[config.mk]
export PLATFORM = sky130hd
export DESIGN_NAME = axis_fifo_drain
export DESIGN_NICKNAME = d
export VERILOG_FILES = /design/src/rtl/axis_fifo_drain.sv
export SDC_FILE = /design/constraint.sdc
export NUM_CORES = 1
export LEC_CHECK = 0
export ABC_AREA = 1
export BUFFER_PORTS_ARGS = -buffer_cell sky130_fd_sc_hd__buf_2
export CAP_MARGIN = 20
export CORE_MARGIN = 4
export CORE_UTILIZATION = 40
export DETAILED_ROUTE_END_ITERATION = 7
export PLACE_DENSITY = 0.66
export SYNTH_ARGS = -nofsm -noshare
export SYNTH_HDL_FRONTEND = slang
export SYNTH_SLANG_ARGS = --single-unit
[constraint.sdc]
create_clock -name i_clk -period 1.1 [get_ports i_clk]
set_input_delay 0.22 -clock i_clk [delete_from_list [all_inputs] [get_ports i_clk]]
set_output_delay 0.22 -clock i_clk [all_outputs]
set_load 0.02 [all_outputs]
[src/rtl/axis_fifo_drain.sv]
// Read-side FIFO drain: pops a show-ahead FIFO into a registered AXI-stream master with TLAST framing.
// Optional packet counter (o_pktcount, i_pktcount_clr) is built when AXIS_FIFO_DRAIN_PKTCOUNT_EN is defined.
`timescale 1ns / 1ps

module axis_fifo_drain #(
    parameter int unsigned BW    = 8,
    parameter int unsigned LGPKT = 8
) (
    input  logic             i_clk,
    input  logic             i_reset_n,
    output logic             o_rd,
    input  logic [BW-1:0]    i_data,
    input  logic             i_empty,
    input  logic [LGPKT-1:0] i_pktlen,
    output logic             M_AXIS_TVALID,
    input  logic             M_AXIS_TREADY,
    output logic [BW-1:0]    M_AXIS_TDATA,
    output logic             M_AXIS_TLAST,
`ifdef AXIS_FIFO_DRAIN_PKTCOUNT_EN
    input  logic             i_pktcount_clr,
    output logic [31:0]      o_pktcount,
`endif
    output logic             o_busy
);

    localparam int unsigned CW = LGPKT + 1;
    localparam logic [CW-1:0] MaxLen = {1'b1, {LGPKT{1'b0}}};
    localparam logic [CW-1:0] One    = CW'(1);

    typedef enum logic [0:0] {StIdle, StActive} state_e;

    state_e        state;
    logic [CW-1:0] remaining;
    logic [CW-1:0] start_len;

    // A zero length field encodes the maximum packet of 2^LGPKT beats.
    always_comb begin
        start_len = {1'b0, i_pktlen};
        if (i_pktlen == '0) begin
            start_len = MaxLen;
        end
    end

    // Pop whenever the output register is free or being drained this cycle.
    assign o_rd = !i_empty && (!M_AXIS_TVALID || M_AXIS_TREADY) && i_reset_n;

    always_ff @(posedge i_clk) begin
        if (!i_reset_n) begin
            state         <= StIdle;
            remaining     <= '0;
            M_AXIS_TVALID <= 1'b0;
            M_AXIS_TDATA  <= '0;
            M_AXIS_TLAST  <= 1'b0;
        end else if (o_rd) begin
            M_AXIS_TDATA  <= i_data;
            M_AXIS_TVALID <= 1'b1;
            unique case (state)
                StIdle: begin
                    remaining <= start_len - One;
                    if (start_len == One) begin
                        M_AXIS_TLAST <= 1'b1;
                        state        <= StIdle;
                    end else begin
                        M_AXIS_TLAST <= 1'b0;
                        state        <= StActive;
                    end
                end
                StActive: begin
                    remaining <= remaining - One;
                    if (remaining == One) begin
                        M_AXIS_TLAST <= 1'b1;
                        state        <= StIdle;
                    end else begin
                        M_AXIS_TLAST <= 1'b0;
                    end
                end
                default: state <= StIdle;
            endcase
        end else if (M_AXIS_TREADY) begin
            M_AXIS_TVALID <= 1'b0;
        end
    end

    assign o_busy = (state == StActive);

`ifdef AXIS_FIFO_DRAIN_PKTCOUNT_EN
    // Clear takes priority over a same-cycle completed packet.
    always_ff @(posedge i_clk) begin
        if (!i_reset_n || i_pktcount_clr) begin
            o_pktcount <= '0;
        end else if (M_AXIS_TVALID && M_AXIS_TREADY && M_AXIS_TLAST) begin
            o_pktcount <= o_pktcount + 32'd1;
        end
    end
`endif

endmodule
Word-level counts from Yosys, hierarchy flattened
Cells that the tools add are included.
Cells by class
  equal/unequal tests: 2
  multipliers: 0
  shift-type cells: 0
  div/mod/pow operators: 0
  bitwise operators: 1
  order comparisons: 0
  muxes and demuxes: 10
  $add $sub $neg: 2
  reduce and logical (&&, ||, !) cells: 7
Operators with widths (count)
  equality test 9 x 1 -> 1 bit (second input constant): 2
  case mux 9 bit (2 select lines): 1
  subtractor 9 x 1 -> 9 bit (second input constant): 2
  two-way mux 9 bit: 1
  logical NOT 8 bit: 1
  two-way mux 1 bit: 6
  case mux 1 bit (2 select lines): 2
  logical AND 1 bit: 2
  logical NOT 1 bit: 2
  nonzero test 2 bit: 1
  logical OR 1 bit: 1
  NOT 1 bit: 1
Storage, ports and cells
  bits in latches: 0
  RAM bits: 0
  logic and storage cells: 27
  memory bits (read-only): 0
  register bits: 20
  memories: 0

Logic depth before layout (Yosys ltp)
  depth after elaboration: 5
  gate-level depth with buffers: 10

Worst setup path before layout
No wires, ideal clock.
  path kind: flip-flop to flip-flop
  start point: register M_AXIS_TVALID
  end point: register M_AXIS_TLAST
  cell stages (with the launch flop): 7
  data arrival time: 1.101 ns
  path buffers: 1
  clock period less this slack: 1.218 ns
  path slack: -0.118 ns
  cell sequence: dfxtp_1 -> nand2_1 -> nand2_4 -> inv_2 -> buf_6 -> a21oi_1 -> nor2_1
Between the ends
  longest elaborated chain between the ends: 4
RTL lines
  start, declared: RTL line 15  | output logic M_AXIS_TVALID,
  start signal, assigned: RTL line 51  | M_AXIS_TVALID <= 1'b0;
  start signal, assigned: RTL line 56  | M_AXIS_TVALID <= 1'b1;
  start signal, assigned: RTL line 80  | M_AXIS_TVALID <= 1'b0;
  logical NOT 1 bit: RTL line 45  | assign o_rd = !i_empty && (!M_AXIS_TVALID || M_AXIS_TREADY) && i_reset_n;
  logical OR 1 bit: RTL line 45
  logical AND 1 bit (2 in a row): RTL line 45
  net o_rd: RTL line 11  | output logic o_rd,
  end signal, assigned: RTL line 53  | M_AXIS_TLAST <= 1'b0;
  end signal, assigned: RTL line 61  | M_AXIS_TLAST <= 1'b1;
  end signal, assigned: RTL line 64  | M_AXIS_TLAST <= 1'b0;
  end, declared: RTL line 18  | output logic M_AXIS_TLAST,
The timed path passes the listed nets, and every way through them passes these cells.
A chain may end at the register's enable or synchronous reset.

Worst setup path in the final report
  start point: register M_AXIS_TVALID
  end point: output port o_rd
Between the ends
  longest elaborated chain between the ends: 4
RTL lines (RTL line)
  logical NOT 1 bit: 45
  logical OR 1 bit: 45
  logical AND 1 bit (2 in a row): 45
  end, declared: 11
No other way between the ends.

==> run_results.csv <==
group,metric,value,unit
clock_tree,clockRootBuffer,"clkbuf_4",
finish,fin_nets,258,
drt,wl_per_cell,12.95,um
clock_tree,cts_tree,"yes",
worst_setup_path,arrival,0.97,ns
floorplanning,start_util,0.4242,
place,gp_congestion,0.8754,
clock_tree,clockBufferDepth,2,
power,ir_worst_vdd,0.5848,mV
outcome,violations,"negative setup slack",
sta,max_freq,0.8396,GHz
finish,regArea,419.2,um^2
drt,viasPerCell,5.201,
outcome,outcome,"finished with violations",
power,switching_share,0.3182,
worst_setup_path,r2r.worst_path.cells,9,
worst_setup_path,reg2reg_from,"remaining[2]",
clock_tree,clkSinkCount,20,
sta,finalWorstSetupSlack,-0.09109,ns
logic_synthesis,synth.distinct_cells,27,
worst_setup_path,cp-end-kind,"output pin",
logic_synthesis,yosysTopAreaCell,"dfxtp_1",
sta,hold_viol,0,
sta,finalCritPeriodShare,1.083,
power,power.switching,0.6883,mW
power,power-per-cell-area,1167,nW/um^2
floorplanning,die_w,62.54,um
finish,multiInputGateArea,810.8,um^2
logic_synthesis,synth_area_per_cell,6.878,um^2
sta,tightest_slew,0.2514,ns
worst_setup_path,rrSetupSlack,-0.07,ns
logic_synthesis,synth_top_family_by_area,"simple AND/OR/NAND/NOR gates",
sta,setup_viol,10,
drt,num_vias,1373,
logic_synthesis,synth-warning-count,0,
finish,nFillCells,224,
finish,fin_util,0.6606,
global_routing,grt_max_degree,16,
run,cap_violations,0,
clock_tree,path_clk_slew,0.12,ns
global_routing,overflow,0,
floorplanning,coreArea,2805,um^2
clock_tree,insertion_delay,0.31,ns
sta,finalMaxSlewViolations,0,
place,dpl.hpwl,2447,um
sta,fin_crit,1.191,ns
global_routing,antenna_found_initial,0,
drt,dr.pass1.iters,4,
finish,area_delta_synth_final,55.73,%
drt,route.detailed.drc,0,
drt,first_iter_violations,52,
logic_synthesis,synth_seq_cells,20,
floorplanning,pin_count,32,
worst_setup_path,start_kind,"flip-flop",
finish,drive_above_1_share,0.4807,
finish,antenna_cells,0,
hold_path,hp-start,"i_data[1]",
hold_path,hp-class,"in2reg",
worst_setup_path,critPathKind,"reg2out",
sta,tns,-0.5077,ns
logic_synthesis,synthXorXnorAreaFrac,0.01472,
place,place_ws,-0.1850,ns
power,leakage,0.9353,nW
logic_synthesis,synthCells,173,
place,placed_area,1565,um^2
sta,rsz0062_at_grt,"yes",
power,combinationalPowerShare,0.321,
place,io_buffers,31,
worst_setup_path,critical_path.max_fanout,2,
drt,routed_wl,3418,um
worst_setup_path,critPathRequiredTime,0.88,ns
global_routing,grt_pass1_vias,1235,
clock_tree,cts-htree-levels,1,
floorplanning,die-area,3911,um^2
logic_synthesis,synthAdderAreaFrac,0.04206,
logic_synthesis,synth_top_area_frac,0.3365,
drt,ant_nets,0,
power,p_seq_frac,0.395,
global_routing,track_usage,0.1695,
logic_synthesis,synthMuxAreaShare,0,
logic_synthesis,synthSimpleGateAreaFrac,0.3659,
sta,fin_skew,0.005967,ns
logic_synthesis,synth.area.top_cells,"dfxtp_1 34%, nand2_1 13%, nand3_1 8.4%",
finish,final_cell_area,1853,um^2
logic_synthesis,synth_compound_area_frac,0.1209,
logic_synthesis,ys_seq_area_frac,0.3365,
logic_synthesis,synth_fp_nets,197,
power,p_clk_frac,0.285,
power,internal_power,1.475,mW
global_routing,grt_pass1_wl,5423,um
hold_path,min_to,"M_AXIS_TDATA[1]",
worst_setup_path,rr_endpoint,"remaining[7]",
floorplanning,rows,19,
sta,slew_headroom,0.8311,
logic_synthesis,synth_area,1190,um^2
hold_path,hold_depth,3,
clock_tree,cts_buffers,3,
floorplanning,die_h,62.54,um
==> layout make-up <==
cell class                      instances  area share
Clock inverter                          1     0.01621
Inverter                               27     0.06685
Tap cell                               31     0.02093
Sequential cell                        20      0.2262
Timing Repair Buffer                   60      0.2201
Clock buffer                            3     0.01215
Multi-Input combinational cell        122      0.4375
==> Yosys cell counts, drive strengths merged <==
| master | n |
|---|---|
| nand4 | 4 |
| inv | 27 |
| o21ai | 11 |
| a221oi | 1 |
| nor2 | 17 |
| nor3 | 4 |
| xor2 | 2 |
| nand3b | 1 |
| a21oi | 12 |
| buf | 4 |
| nand2 | 44 |
| nor3b | 1 |
| ha | 4 |
| nand3 | 20 |
| a311oi | 1 |
| dfxtp | 20 |
==> through the flow <==
stage	hold slack (ns)	std cells	total power [mW]
after CTS	0.08870	261	2.088
after detailed placement	0.4196	256	1.392
after global routing	0.08509	264	2.275
after floorplan	0.3046	173	1.173
after global placement	0.4158	256	1.379
final	0.08915	264	2.163
==> registers in the layout, indices dropped and copies added, names as in the netlist <==
| signal | flops |
|---|---|
| M_AXIS_TVALID | 1 |
| M_AXIS_TLAST | 1 |
| M_AXIS_TDATA | 8 |
| remaining | 9 |
| o_busy | 1 |
==> worst max path at each step <==
stage                        from           end  slack, ns  depth (start not counted)
global route         remaining[1]  remaining[6]      -0.17                          8
finish              M_AXIS_TVALID          o_rd      -0.09                          4
detailed placement    i_pktlen[1]  remaining[3]      -0.19                         10
CTS                 M_AXIS_TVALID          o_rd       -0.1                          4
floorplan            remaining[0]  remaining[6]     -0.002                          9
global placement      i_pktlen[0]  remaining[5]      -0.15                         10
==> routing by layer <==
layer | GRT usage | vias to the layer above | wire length (um) | part of all wire
met4 | 0.05234 | 0 | 74 | 0.022
met3 | 0.01799 | 6 | 154 | 0.045
met2 | 0.3329 | 42 | 1904 | 0.56
met5 | 0 | - | 0 | 0
met1 | 0.1874 | 642 | 1285 | 0.38
li1 | - | 683 | - | -
==> power by group through the flow <==
| stage | Combinational, mW | Clock (mW) | Sequential, mW |
|---|---|---|---|
| floorplan | 0.290 | 0 | 0.883 |
| global placement | 0.538 | 0 | 0.841 |
| detailed placement | 0.550 | 0 | 0.843 |
| CTS | 0.627 | 0.614 | 0.847 |
| global route | 0.765 | 0.646 | 0.864 |
| finish | 0.694 | 0.616 | 0.854 |
==> worst max-delay path: stages, from the launching register on <==
cell and delay, ns:
dfxtp_2 0.36, nand2_4 0.07, nand2_8 0.08, inv_8 0.03, buf_6 0.12
==> timing repair <==
item / CTS / global route
resized for setup: 40 / 20
setup buffers: 2 / 3
pin swaps: 12 / 13
setup endpoints to repair: 8 / 21
hold buffers: 0 / 0
==> layout by cell type, fill, tap and decap left out, drive strengths merged <==
master,instances
buf,60
nand2,44
inv,27
nand3,20
dfxtp,20
nor2,17
a21oi,12
o21ai,11
nand4,4
ha,4
nor3,4
clkbuf,3
xor2,2
a221oi,1
a311oi,1
nand3b,1
nor3b,1
bufinv,1
==> logic make-up after synthesis <==
family	after synthesis
AO/OA/AOI/OAI	25
XOR/XNOR	2
adder cells (fa/ha/maj)	4
buffers and inverters	31
flip-flops	20
AND/OR/NAND/NOR	91
Power figures use the tool's default switching activity.
